File: src/rtl/proc_noc_ni.sv
// proc_noc_ni: network interface between the pipelined MIPS core and its local NoC router.
// Optional saturating packet/drop counters are compiled in when NI_STATS_EN is defined.
module proc_noc_ni #(
    parameter int FLIT_W   = 34,
    parameter int TX_DEPTH = 4,
    parameter int NODE_W   = 2
) (
    input  logic              clk,
    input  logic              rst,
    input  logic [NODE_W-1:0] current_node,
    input  logic              proc_valid,
    input  logic [31:0]       proc_data,
    input  logic [NODE_W-1:0] dest_add,
    output logic              ni_ready,
    input  logic              proc_ready_in,
    output logic [31:0]       wd_NI,
    output logic              data_valid,
    output logic              mips_ni,
    output logic [FLIT_W-1:0] flit_out,
    output logic              flit_out_valid,
    input  logic              flit_out_ready,
    input  logic [FLIT_W-1:0] flit_in,
    input  logic              flit_in_valid,
    output logic              flit_in_ready,
    output logic              rx_err
`ifdef NI_STATS_EN
    ,
    output logic [15:0]       tx_pkt_cnt,
    output logic [15:0]       rx_pkt_cnt,
    output logic [15:0]       drop_cnt
`endif
);

    localparam int PTR_W = $clog2(TX_DEPTH);
    localparam int ENT_W = NODE_W + 32;
    localparam logic [PTR_W:0] DEPTH_CNT = (PTR_W + 1)'(TX_DEPTH);
    localparam logic [PTR_W:0] ONE_CNT   = (PTR_W + 1)'(1);
    localparam logic [PTR_W:0] ZERO_CNT  = (PTR_W + 1)'(0);
    localparam logic [1:0] TYPE_HEAD = 2'b01;
    localparam logic [1:0] TYPE_BODY = 2'b10;

    typedef enum logic [1:0] {T_IDLE = 2'd0, T_HEAD = 2'd1, T_BODY = 2'd2} tx_state_t;
    typedef enum logic [1:0] {R_HEAD = 2'd0, R_BODY = 2'd1, R_HOLD = 2'd2} rx_state_t;

    function automatic logic [FLIT_W-1:0] head_flit(input logic [NODE_W-1:0] src,
                                                    input logic [NODE_W-1:0] dst);
        head_flit = {TYPE_HEAD, {(30 - 2 * NODE_W){1'b0}}, src, 2'b00, dst};
    endfunction

    function automatic logic [15:0] sat_inc(input logic [15:0] cnt);
        sat_inc = (cnt == 16'hFFFF) ? cnt : cnt + 16'd1;
    endfunction

    logic [ENT_W-1:0]  r_mem [TX_DEPTH];
    logic [PTR_W:0]    r_wr_ptr;
    logic [PTR_W:0]    r_rd_ptr;
    tx_state_t         r_tx_state;
    logic [FLIT_W-1:0] r_flit_out;
    logic              r_flit_out_valid;
    rx_state_t         r_rx_state;
    logic              r_drop;
    logic [31:0]       r_wd;
    logic              r_data_valid;
    logic              r_in_ready;
    logic              r_rx_err;

    logic [PTR_W:0]    w_count;
    logic              w_full;
    logic              w_empty;
    logic              w_push;
    logic              w_pop;
    logic              w_rx_fire;
    logic [PTR_W-1:0]  w_rd_idx;
    logic [PTR_W-1:0]  w_nxt_idx;
    logic [1:0]        w_in_type;

    assign w_count   = r_wr_ptr - r_rd_ptr;
    assign w_full    = (w_count == DEPTH_CNT);
    assign w_empty   = (w_count == ZERO_CNT);
    assign w_push    = proc_valid && !w_full;
    assign w_pop     = (r_tx_state == T_BODY) && r_flit_out_valid && flit_out_ready;
    assign w_rd_idx  = r_rd_ptr[PTR_W-1:0];
    assign w_nxt_idx = w_rd_idx + {{(PTR_W-1){1'b0}}, 1'b1};
    assign w_rx_fire = flit_in_valid && r_in_ready;
    assign w_in_type = flit_in[FLIT_W-1:FLIT_W-2];

    assign ni_ready       = !w_full;
    assign flit_out       = r_flit_out;
    assign flit_out_valid = r_flit_out_valid;
    assign wd_NI          = r_wd;
    assign data_valid     = r_data_valid;
    assign mips_ni        = r_data_valid;
    assign flit_in_ready  = r_in_ready;
    assign rx_err         = r_rx_err;

    // TX FIFO storage: entries carry the destination alongside the data word.
    always_ff @(posedge clk) begin
        if (w_push) begin
            r_mem[r_wr_ptr[PTR_W-1:0]] <= {dest_add, proc_data};
        end
    end

    // TX FIFO pointers; the extra MSB distinguishes full from empty.
    always_ff @(posedge clk) begin
        if (rst) begin
            r_wr_ptr <= ZERO_CNT;
            r_rd_ptr <= ZERO_CNT;
        end else begin
            if (w_push) r_wr_ptr <= r_wr_ptr + ONE_CNT;
            if (w_pop)  r_rd_ptr <= r_rd_ptr + ONE_CNT;
        end
    end

    // TX packetizer: head then body per FIFO entry, flit register held while stalled.
    always_ff @(posedge clk) begin
        if (rst) begin
            r_tx_state       <= T_IDLE;
            r_flit_out       <= {FLIT_W{1'b0}};
            r_flit_out_valid <= 1'b0;
        end else begin
            case (r_tx_state)
                T_IDLE: begin
                    if (!w_empty) begin
                        r_tx_state       <= T_HEAD;
                        r_flit_out       <= head_flit(current_node, r_mem[w_rd_idx][ENT_W-1:32]);
                        r_flit_out_valid <= 1'b1;
                    end
                end
                T_HEAD: begin
                    if (flit_out_ready) begin
                        r_tx_state <= T_BODY;
                        r_flit_out <= {TYPE_BODY, r_mem[w_rd_idx][31:0]};
                    end
                end
                T_BODY: begin
                    if (flit_out_ready) begin
                        // Chain straight into the next head so back-to-back packets have no bubble.
                        if (w_count > ONE_CNT) begin
                            r_tx_state <= T_HEAD;
                            r_flit_out <= head_flit(current_node, r_mem[w_nxt_idx][ENT_W-1:32]);
                        end else begin
                            r_tx_state       <= T_IDLE;
                            r_flit_out_valid <= 1'b0;
                        end
                    end
                end
                default: begin
                    r_tx_state       <= T_IDLE;
                    r_flit_out_valid <= 1'b0;
                end
            endcase
        end
    end

    // RX depacketizer: one unconsumed word at most, router stalled while it is held.
    always_ff @(posedge clk) begin
        if (rst) begin
            r_rx_state   <= R_HEAD;
            r_drop       <= 1'b0;
            r_wd         <= 32'd0;
            r_data_valid <= 1'b0;
            r_in_ready   <= 1'b0;
            r_rx_err     <= 1'b0;
        end else begin
            r_rx_err <= 1'b0;
            case (r_rx_state)
                R_HEAD: begin
                    r_in_ready <= 1'b1;
                    if (w_rx_fire) begin
                        if (w_in_type == TYPE_HEAD) begin
                            r_rx_state <= R_BODY;
                            r_drop     <= (flit_in[NODE_W-1:0] != current_node);
                            r_rx_err   <= (flit_in[NODE_W-1:0] != current_node);
                        end else begin
                            r_rx_err <= 1'b1;
                        end
                    end
                end
                R_BODY: begin
                    if (w_rx_fire && (w_in_type == TYPE_BODY)) begin
                        if (r_drop) begin
                            r_rx_state <= R_HEAD;
                            r_drop     <= 1'b0;
                            r_in_ready <= 1'b1;
                        end else begin
                            r_rx_state   <= R_HOLD;
                            r_wd         <= flit_in[31:0];
                            r_data_valid <= 1'b1;
                            r_in_ready   <= 1'b0;
                        end
                    end else begin
                        r_in_ready <= 1'b1;
                        r_rx_err   <= w_rx_fire;
                    end
                end
                R_HOLD: begin
                    if (proc_ready_in) begin
                        r_rx_state   <= R_HEAD;
                        r_data_valid <= 1'b0;
                        r_in_ready   <= 1'b1;
                    end else begin
                        r_in_ready <= 1'b0;
                    end
                end
                default: begin
                    r_rx_state   <= R_HEAD;
                    r_drop       <= 1'b0;
                    r_data_valid <= 1'b0;
                    r_in_ready   <= 1'b0;
                end
            endcase
        end
    end

`ifdef NI_STATS_EN
    logic [15:0] r_tx_pkt_cnt;
    logic [15:0] r_rx_pkt_cnt;
    logic [15:0] r_drop_cnt;

    assign tx_pkt_cnt = r_tx_pkt_cnt;
    assign rx_pkt_cnt = r_rx_pkt_cnt;
    assign drop_cnt   = r_drop_cnt;

    // Saturating statistics: sent packets, delivered words, dropped flits.
    always_ff @(posedge clk) begin
        if (rst) begin
            r_tx_pkt_cnt <= 16'd0;
            r_rx_pkt_cnt <= 16'd0;
            r_drop_cnt   <= 16'd0;
        end else begin
            if (w_pop) r_tx_pkt_cnt <= sat_inc(r_tx_pkt_cnt);
            if ((r_rx_state == R_BODY) && w_rx_fire && (w_in_type == TYPE_BODY) && !r_drop)
                r_rx_pkt_cnt <= sat_inc(r_rx_pkt_cnt);
            if (r_rx_err) r_drop_cnt <= sat_inc(r_drop_cnt);
        end
    end
`endif

endmodule

File: config.mk
export PLATFORM = sky130hd
export DESIGN_NAME = proc_noc_ni
export DESIGN_NICKNAME = d
export VERILOG_FILES = /design/src/rtl/proc_noc_ni.sv
export SDC_FILE = /design/constraint.sdc
export NUM_CORES = 1
export LEC_CHECK = 0
export CAP_MARGIN = 10
export CORE_ASPECT_RATIO = 1.5
export CORE_MARGIN = 5
export CORE_UTILIZATION = 50
export DETAILED_ROUTE_END_ITERATION = 12
export PLACE_DENSITY = 0.87
export SETUP_SLACK_MARGIN = 0.02
export SLEW_MARGIN = 5
export SYNTH_ARGS = -nofsm -noshare
export SYNTH_HDL_FRONTEND = slang
export SYNTH_SLANG_ARGS = --single-unit
File: constraint.sdc
create_clock -name clk -period 3.6 [get_ports clk]
set_input_delay 0.36 -clock clk [delete_from_list [all_inputs] [get_ports clk]]
set_output_delay 0.36 -clock clk [all_outputs]
set_load 0.02 [all_outputs]
==> results of run 1 <==
-- cell families after synthesis --
kind of cell / synth area share [%]
buf+inv: 2.33
mux: 10.1
fa+ha+maj: 1.90
xor+xnor: 0.904
compound gates: 6.25
flops: 69.2
simple gates: 9.32
-- final timing paths --
kind / from / to / slack (ns) / cells after the start
max reg2reg: r_wr_ptr[0] / flit_out[24] / 0.61 / 9
max: r_wr_ptr[0] / ni_ready / 0.46 / 6
min: flit_in[6] / wd_NI[6] / 0.43 / 3
min reg2reg: wd_NI[8] / wd_NI[8] / 0.46 / 2
-- critical path, stage by stage, from the launching register on --
cell             delay (ns)
dfxtp_1                0.40
inv_1                  0.11
ha_1                   0.22
fa_1                   0.38
xnor3_1                0.27
or2_2                  0.36
clkdlybuf4s50_1        0.55
-- sequential cells by signal, summed over array words and instances, names as in the netlist, named ones only --
register	cells
flit_out	34
r_rx_state	2
flit_out_valid	1
r_wr_ptr	3
r_mem	136
r_tx_state	2
wd_NI	32
flit_in_ready	1
r_drop	1
data_valid	1
r_rd_ptr	3
rx_err	1
-- final cells by class --
class,instances,area [um^2],share of cell area [%]
multi-input combinational,323,2380,22.3
clock inverter,10,91.3,0.857
sequential,219,5750,54.0
inverter,6,22.5,0.211
tap,206,258,2.42
timing repair buffer,157,1590,14.9
clock buffer,26,564,5.30
-- through the flow --
| step | std cells | util (%) | hold WS, ns | cell area (um^2) | setup slack [ns] |
|---|---|---|---|---|---|
| 6_report | 947 | 65.5 | 0.430 | 10700 | 0.456 |
| 5_1_grt | 947 | 65.5 | 0.437 | 10700 | 0.355 |
| 4_1_cts | 947 | 65.5 | 0.411 | 10700 | 0.442 |
| 3_5_place_dp | 911 | 61.5 | 0.448 | 10000 | 0.679 |
| 3_3_place_gp | 911 | 61.5 | 0.442 | 10000 | 0.913 |
| 2_1_floorplan | 585 | - | 0.459 | 8310 | 0.775 |
-- cells in the final DEF, fill, tap and decap left out, types with 5 or more instances in the layout --
master and count:
inv_1 6, a21oi_1 67, nor2_1 19, nor3_1 5
buf_4 6, dfxtp_1 81, clkinv_2 5, clkbuf_16 21
nand2_1 101, nand3_1 29, clkdlybuf4s50_1 146, mux4_2 36
ha_1 11, edfxtp_1 136
-- layer usage --
layer,vias to the layer above,routed length (um)
li1,2443,-
met1,2529,6670
met2,227,9900
met3,40,1400
met4,0,513
met5,-,0
-- where the power goes --
group	switching, W	leakage [nW]	internal (W)
Clock	0.000876	0.325	0.00119
Sequential	0.0000823	1.92	0.00282
Combinational	0.000671	1.25	0.000443
==> impl_metrics.tcl, run 1 <==
set metrics [dict create \
    status "finished, final reports clean" \
    cts_setup_buffers 0 \
    drt_pre_antenna_iters 4 \
    cts_buffers 20 \
    synth.top_cell.area_share_pct 49.2 \
    grtUsageMet2_pct 34.9 \
    tightestPinTransition_ns 1.25 \
    first_iter_violations 398 \
    synth.distinct_cells 47 \
    yosysMostFrequentCell "edfxtp_1" \
    clk_latency_ns 0.49 \
    cts-hold-fix-buffers 0 \
    synthArstFlopShare_pct 0 \
    synth_top_area_cell "edfxtp_1" \
    grt_max_degree 64 \
    via_per_inst 5.53 \
    max_freq_mhz 318 \
    finalPower_w 0.00609 \
    end_kind "primary output" \
    diodes 0 \
    setup_violations 0 \
    antenna_found_initial 0 \
    fin_nets 815 \
    crit_path_max_fanout 6 \
    via_count 5239 \
    ys.flop_type "edfxtp_1" \
    powerDensity_nw_per_um2 571 \
    io_buffers 147 \
    syn_avg_cell_area_um2 14.2 \
    die_y_um 168 \
    rsz0062_at_grt "no" \
    worstPathArrival_ns 2.78 \
    wire_per_inst_um 19.5 \
    drive_above_1_share_pct 12.1 \
    syn_nets 673 \
    grt-ovfl-total 0 \
    cts.sinks 219 \
    ios 148 \
    max-vdd-ir-drop_mv 0.443 \
    ant_nets 0 \
    fp-row-count 57 \
    synth-seq-cells 219 \
    crit_type "reg -> out" \
    grt_use_met3_pct 3.63 \
    timing.final.crit_share_pct 87.3 \
    report.final.slew_viol_count 0 \
    dieArea_um2 19300 \
    required_ns 3.24 \
    fin_tns_setup_ns 0 \
    synth_area_leaders "edfxtp_1 (49%), dfxtp_1 (20%), mux4_2 (9.8%)" \
    synth_warnings 0 \
    finalHoldViolations 0 \
    grt.busiest_layer "met2" \
    period_needed_ns 3.14 \
    yosys-top-cells-count "edfxtp_1 (136), nand2_1 (101), dfxtp_1 (83)" \
    clk_pin_slew_ns 0.07 \
    start_util_pct 51.1 \
    cts-resized-gates 0 \
    synth_area_um2 8310 \
    place_congestion 0.850 \
    ys_seq_area_share_pct 69.2 \
    slew_headroom_pct 16.6 \
    grt_pass1_vias 5624 \
    leakage_nw 3.49 \
    hold_path.class "in -> reg" \
    clock_path_buffers 3 \
    routed_wl_um 18500 \
    htreeDepth 1 \
    cts_tree "done" \
    grt_pass1_wl_um 29200 \
    synthCells 585 \
    fillCellCount 1111 \
    track_usage_pct 19.1 \
    worstSetupStartpointType "flip-flop" \
    area_growth_syn_to_layout_pct 28.3 \
    synth_edf_count 136 \
    drc 0 \
    cap_violations 0 \
    gr-usage-met1_pct 21.9 \
    clockRootBuffer "clkbuf_16" \
    detailed_place_hpwl_um 12700 \
    die_w_um 115 \
    core_area_um2 16300 \
    clock_skew_ns 0.0139 \
]
Note: power is estimated with default switching activity, not from simulation.
==> inputs of run 2 (changes only) <==
--- a/config.mk
+++ b/config.mk
@@ -16,3 +16,4 @@
 export SYNTH_ARGS = -nofsm -noshare
 export SYNTH_HDL_FRONTEND = slang
 export SYNTH_SLANG_ARGS = --single-unit
+export TNS_END_PERCENT = 20
==> results of run 2 <==
Same layout as run 1: the final DEF is identical, and so are final timing and power.
==> inputs of run 3 (changes only) <==
--- a/config.mk
+++ b/config.mk
@@ -6,7 +6,7 @@
 export NUM_CORES = 1
 export LEC_CHECK = 0
 export CAP_MARGIN = 10
-export CORE_ASPECT_RATIO = 1.5
+export CORE_ASPECT_RATIO = 0.8
 export CORE_MARGIN = 5
 export CORE_UTILIZATION = 50
 export DETAILED_ROUTE_END_ITERATION = 12
==> impl_metrics.tcl, run 3 (synthesized netlist as in run 1, its figures left out) <==
set metrics [dict create \
    end_kind "primary output" \
    rr_startpoint "r_wr_ptr[0]" \
    place_ws_ns 0.553 \
    whs_ns 0.427 \
    fin_nets 816 \
    cts_setup_buffers 0 \
    leakage_nw 3.49 \
    largest_register_ffs 136 \
    rsz0062_at_grt "no" \
    cts_tree "done" \
    dieArea_um2 19300 \
    cts-resized-gates 0 \
    worstHoldStart "flit_in[21]" \
    finalHoldViolations 0 \
    tightestPinTransition_ns 1.22 \
    max-vdd-ir-drop_mv 0.421 \
    grt_max_degree 52 \
    grt_pass1_wl_um 29500 \
    slew_headroom_pct 18.9 \
    cap_violations 0 \
    setup_violations 0 \
    wire_per_inst_um 19.4 \
    area_growth_syn_to_layout_pct 28.2 \
    cts-hold-fix-buffers 0 \
    fp-row-count 42 \
    detailed_place_hpwl_um 12000 \
    first_iter_violations 481 \
    via_count 5406 \
    io_buffers 147 \
    setup_ws_ns 0.453 \
    clock_path_buffers 3 \
    dp.cells 924 \
    grt-ovfl-total 0 \
    start_util_pct 50.5 \
    drt_pre_antenna_iters 5 \
    required_ns 3.24 \
    track_usage_pct 18.8 \
    worstSetupStartpointType "flip-flop" \
    critPathLaunch "r_wr_ptr[0]" \
    core_area_um2 16400 \
    fin_tns_setup_ns 0 \
    routed_wl_um 18700 \
    clk_pin_slew_ns 0.06 \
    cts.sinks 219 \
    htreeDepth 1 \
    stdcell_count 963 \
    die_y_um 125 \
    grt_pass1_vias 5567 \
    powerDensity_nw_per_um2 578 \
    crit_type "reg -> out" \
    die_w_um 154 \
    crit_path_max_fanout 6 \
    antenna_found_initial 1 \
    worstPathArrival_ns 2.79 \
    drc 0 \
    clockRootBuffer "clkbuf_16" \
    place_congestion 0.913 \
    status "finished, final reports clean" \
    via_per_inst 5.61 \
    timing.final.crit_share_pct 87.4 \
    drive_above_1_share_pct 11.6 \
    max_freq_mhz 318 \
    ios 148 \
    ant_nets 0 \
    report.final.slew_viol_count 0 \
    clock_skew_ns 0.0280 \
    mostFrequentLayoutCells "clkdlybuf4s50_1 (146), edfxtp_1 (136), nand2_1 (101)" \
    clk_latency_ns 0.51 \
    period_needed_ns 3.15 \
    diodes 0 \
    hold_path.class "in -> reg" \
    layout_commonest_cell "clkdlybuf4s50_1" \
    cts_buffers 22 \
]
-- run 3: cell types whose count changed in the layout (fill, tap and decap cells not counted), moves of 2 or more --
cell / change
buf_12: -4
buf_4: +3
clkbuf_1: +5
clkinv_2: -3
clkinv_4: -2
-- run 3: per-layer routing --
metal	up-vias	part of all wire, %	GRT usage, %
li1	2441	-	-
met1	2649	39	24.4
met2	279	49	32.5
met3	35	9.8	4.73
met4	2	1.9	3.84
met5	-	0.059	0
-- run 3: power by group --
| group | leakage, nW | switching [W] | total [W] | internal [W] |
|---|---|---|---|---|
| clock network | 0.337 | 0.000891 | 0.00216 | 0.00127 |
| registers | 1.92 | 0.0000901 | 0.00291 | 0.00282 |
| logic | 1.23 | 0.000665 | 0.00108 | 0.000411 |
| total | 3.49 | 0.00165 | 0.00615 | 0.00450 |
-- run 3: worst paths after layout --
kind | to | slack (ns) | cells after the start
setup / recovery | ni_ready | 0.45 | 6
hold / removal | wd_NI[21] | 0.43 | 3
setup reg to reg | flit_out[13] | 0.49 | 8
hold reg to reg | flit_out[9] | 0.46 | 2
-- run 3: cell type report --
class / instances / area (um^2)
Clock buffer: 33 / 622
Inverter: 6 / 22.5
Sequential cell: 219 / 5750
Multi-Input combinational cell: 323 / 2380
Tap cell: 220 / 275
Fill cell: 1140 / 5800
Clock inverter: 6 / 68.8
Timing Repair Buffer: 156 / 1530
-- run 3: metrics by stage --
stage	power, W	utilization, %	cell area [um^2]
floorplan	0.00366	-	8310
global placement	0.00398	60.5	9960
detailed placement	0.00403	60.5	9960
CTS	0.00619	64.7	10600
global route	0.00641	64.7	10600
finish	0.00615	64.7	10600
-- run 3: worst max-delay path, cell delays in order, from the launching register on --
cell	delay, ns
dfxtp_1	0.41
inv_1	0.12
ha_1	0.22
fa_1	0.39
xnor3_1	0.27
or2_2	0.33
clkdlybuf4s50_1	0.55
==> patch 1: new RTL, flow settings as in run 1 <==
The parameter `NODE_W` goes from 2 to 4.
--- a/src/rtl/proc_noc_ni.sv
+++ b/src/rtl/proc_noc_ni.sv
@@ -5,3 +5,3 @@
     parameter int TX_DEPTH = 4,
-    parameter int NODE_W   = 2
+    parameter int NODE_W   = 4
 ) (
Ports: changed (resized current_node and dest_add); port bits go from 148 to 152. No check against the original RTL was run, so the function may have changed too.
==> patch 1 against run 1 <==
  * Sequential cell count increased by 8
  * Power grew 1.7%
  * Highest routed layer unchanged
  * Routed wire length is 8.1% higher
  * Area after synthesis grew 6.2%
  * Worst hold slack worse by 0.023 ns
  * Non-clock buffer count is 12 higher
  * Clock power increased by 2%
  * Worst setup slack lost 0.13 ns
  * Final area rose by 5.2%
==> patch 1: results <==
yosys:
  synth-xor-area-share_pct: 1.049
  synth_compound_area_share_pct: 8.480
  synth_warnings: 0
  muxShareOfSynthArea_pct: 10.44
  synth_cell_types: 44
  synth_edf_count: 144
  yosysTopAreaCell: "edfxtp_1"
  yosys.area_share.adder_pct: 1.787
  syn-instance-count: 620
  synth_common_cells: "144 x edfxtp_1, 83 x dfxtp_1, 74 x a21oi_1"
  synth_nets: 712
  synth_seq_area_share_pct: 67.84
  netlist_top_cells_area: "edfxtp_1 49%, dfxtp_1 19%, mux4_2 10%"
worst_hold_path:
  hold_depth: 3
  worstHoldEndpoint: "wd_NI[19]$_SDFFE_PP0P_"
  worstHoldStart: "flit_in[19]"
placement:
  place_area_mm2: 0.01056
  place_congestion: 0.7740
  hpwl_um: 13640
  dp_slack_ns: 0.5789
  portBuffers: 151
  dp.cells: 958
final_layout:
  num_antenna_cells: 0
  fin_cells: 994
  finalNetCount: 859
  largest_reg_flops: 144
  drive_gt1_share_pct: 12.29
power:
  power_leakage_uw: 0.003636
  p_sw_share_pct: 25.95
  p_int_uw: 4584
  ir_drop_uv: 450.9
critical_path:
  worst_ep_arrival_time_ns: 2.91
  reg2reg_to: "flit_out[5]$_SDFFE_PP0P_"
  reg2reg_depth: 8
  endpoint: "ni_ready"
  r2r_slack_ns: 0.50
  critPathMaxFanout: 12
global_routing:
  track_usage_pct: 18.73
  grt_max_degree: 52
  grt_pass1_vias: 6025
  grt_pass1_wl_um: 31150
route:
  wl_per_cell_um: 20.09
  drtPass1Iterations: 6
  detail_route.iter0.violations: 412
  routed_via_density: 5.818
sta:
  finalClockSkew_ns: 0.01571
  fin_crit_ns: 3.273
  relSlewSlack_pct: 35.53
  timing.hold.ws_ns: 0.4069
run_status:
  status: "finished, final reports clean"
clock_tree:
  clock_latency_ns: 0.50
[patch 1: cell count changes in the layout (fill, tap and decap cells not counted), moves of 5 or more]
cell	run 1	this run
nand2_1	101	71
nand4_1	1	26
edfxtp_1	136	144
clkinv_1	0	5
buf_4	6	17
a21oi_1	67	73
nand3_1	29	5
o21ai_0	0	32
[patch 1: power by group through the flow]
stage	Sequential [µW]	Combinational (µW)	Clock (µW)
3_3_place_gp	3080	1020	0
6_report	3030	1050	2110
4_1_cts	3030	1050	2160
2_1_floorplan	3150	511	0
3_5_place_dp	3090	1040	0
5_1_grt	3040	1120	2260
[patch 1: critical path, stage by stage (launching register included)]
cell	delay [ns]
dfxtp_1	0.40
inv_1	0.12
ha_1	0.23
fa_1	0.37
xnor3_1	0.47
or2_2	0.20
clkdlybuf4s50_1	0.62
[patch 1: cell type report]
cell class / count / area (µm²)
clock buffer: 24 / 536.8
clock inverter: 12 / 113.9
fill: 1211 / 6136
inverter: 9 / 33.78
multi-input combinational: 340 / 2619
sequential: 227 / 5988
tap: 213 / 266.5
timing repair buffer: 169 / 1654
[patch 1: kinds of logic (layout without fill, tap and decap cells)]
logic type | Yosys count | after routing
AOI/OAI and AO/OA | 132 | 132
xor gates and xnor gates | 9 | 9
adders and majority gates | 12 | 12
buffers and inverters | 53 | 214
DFF | 227 | 227
muxes | 42 | 42
and+or+nand+nor | 145 | 145
[patch 1: layer usage]
layer / GRT usage [%] / up-vias / wire (µm)
met5: 0 / - / 0
met4: 7.943 / 0 / 796
met3: 3.366 / 53 / 1259
met2: 34.69 / 235 / 10700
met1: 20.86 / 2844 / 7216
li1: - / 2651 / -
==> patch 2: new RTL, flow settings as in run 1 <==
Without the edit above. Register the output `rx_err` once more, with the module's reset; this adds one clock of latency there. The other outputs are not delayed to match.
--- a/src/rtl/proc_noc_ni.sv
+++ b/src/rtl/proc_noc_ni.sv
@@ -93,3 +93,9 @@
     assign flit_in_ready  = r_in_ready;
-    assign rx_err         = r_rx_err;
+    always_ff @(posedge clk) begin
+        if (rst) begin
+            rx_err <= '0;
+        end else begin
+            rx_err <= r_rx_err;
+        end
+    end
 
Formal check against the unedited RTL: not equivalent (a bounded check fails within 4 cycles, from zero or initial values and one cycle with rst high).
==> patch 2 against run 1 <==
  * Worst hold slack worse by 0.0022 ns
  * Sequential cell count up 1
  * Power down 1.5%
  * Clock power rose by 8%
  * Worst setup slack worse by 0.15 ns
  * Area after synthesis increased by 1.1%
  * Routed wire length increased by 5.3%
  * Register-to-register slack lost 0.31 ns
  * Sequential share of layout area down 0.25 points
  * Final area increased by 0.82%
  * Non-clock buffer count shrank 1
  * Largest cell class unchanged
  * Largest power group unchanged
==> patch 2: results <==
run_status:
  status: "finished, final reports clean"
placement:
  hpwl_um: 12650
  place_congestion: 0.8526
route:
  wl_um: 19450
  routed_via_density: 5.678
  drtPass1Iterations: 5
  wirelength_met1_um: 7168
  detail_route.iter0.violations: 368
  dr_wl_met2_um: 10080
yosys:
  synth_common_cells: "136 x edfxtp_1, 104 x nand2_1, 84 x dfxtp_1"
  synth-xor-area-share_pct: 1.222
  synth_compound_area_share_pct: 6.392
  synth_cell_types: 45
  muxShareOfSynthArea_pct: 9.894
  synth_seq_area_share_pct: 68.66
  yosys.area_share.adder_pct: 1.878
  synth_nets: 682
worst_hold_path:
  worstHoldEndpoint: "wd_NI[28]$_SDFFE_PP0P_"
  worstHoldStart: "flit_in[28]"
power:
  ir_drop_uv: 482.9
  power_leakage_uw: 0.003510
global_routing:
  grt_pass1_wl_um: 30020
  track_usage_pct: 19.54
  grt_pass1_vias: 5666
critical_path:
  regToRegStartpoint: "r_wr_ptr[0]$_SDFFE_PP0P_"
  critPathMaxFanout: 21
  r2r_slack_ns: 0.30
  crit_slowest_cell: "and2_2"
  crit_family: "adder cells"
  reg2reg_to: "r_wr_ptr[2]$_SDFFE_PP0P_"
  critPathKind: "reg2reg"
sta:
  finalClockSkew_ns: 0.009756
  relSlewSlack_pct: 20.98
final_layout:
  finalNetCount: 821
  drive_gt1_share_pct: 11.51
  n_fill_cell: 1103
==> patch 2: area by class of cell <==
type                       instances  share of cell area, %
timing repair buffer             156                  14.75
multi-input combinational        328                  22.43
sequential                       220                  53.70
clock inverter                    10                  1.363
tap                              210                  2.446
inverter                           7                 0.2446
clock buffer                      26                  5.067
==> patch 2: logic make-up (layout without fill, tap and decap cells) <==
| kind of cell | count (synthesis) | in the layout |
|---|---|---|
| buffers and inverters | 46 | 199 |
| AOI/OAI and AO/OA | 93 | 93 |
| adders and majority gates | 12 | 12 |
| and+or+nand+nor | 177 | 177 |
| muxes | 38 | 38 |
| DFF | 220 | 220 |
| xor gates and xnor gates | 8 | 8 |
==> patch 2: through the flow <==
| stage | worst slack [ns] | utilization (%) | hold WS (ns) | cell area [µm²] | cells |
|---|---|---|---|---|---|
| 2_1_floorplan | 0.5047 | - | 0.4138 | 8397 | 594 |
| 3_3_place_gp | 0.6921 | 60.48 | 0.4229 | 10050 | 921 |
| 3_5_place_dp | 0.4574 | 60.48 | 0.4300 | 10050 | 921 |
| 4_1_cts | 0.2994 | 64.64 | 0.4129 | 10740 | 957 |
| 5_1_grt | 0.1387 | 64.64 | 0.4328 | 10740 | 957 |
| 6_report | 0.3050 | 64.64 | 0.4276 | 10740 | 957 |
==> patch 2: report_power, final <==
group	total (µW)	switching [µW]	internal, µW
Sequential	2890	68.3	2820
Clock	2230	872	1350
Combinational	878	531	347
Total	5990	1470	4520
==> patch 2: layer usage <==
metal	vias to the layer above	track usage, %
met1	2670	22.97
met5	-	0
met2	259	35.35
met3	48	3.112
met4	0	7.471
li1	2457	-
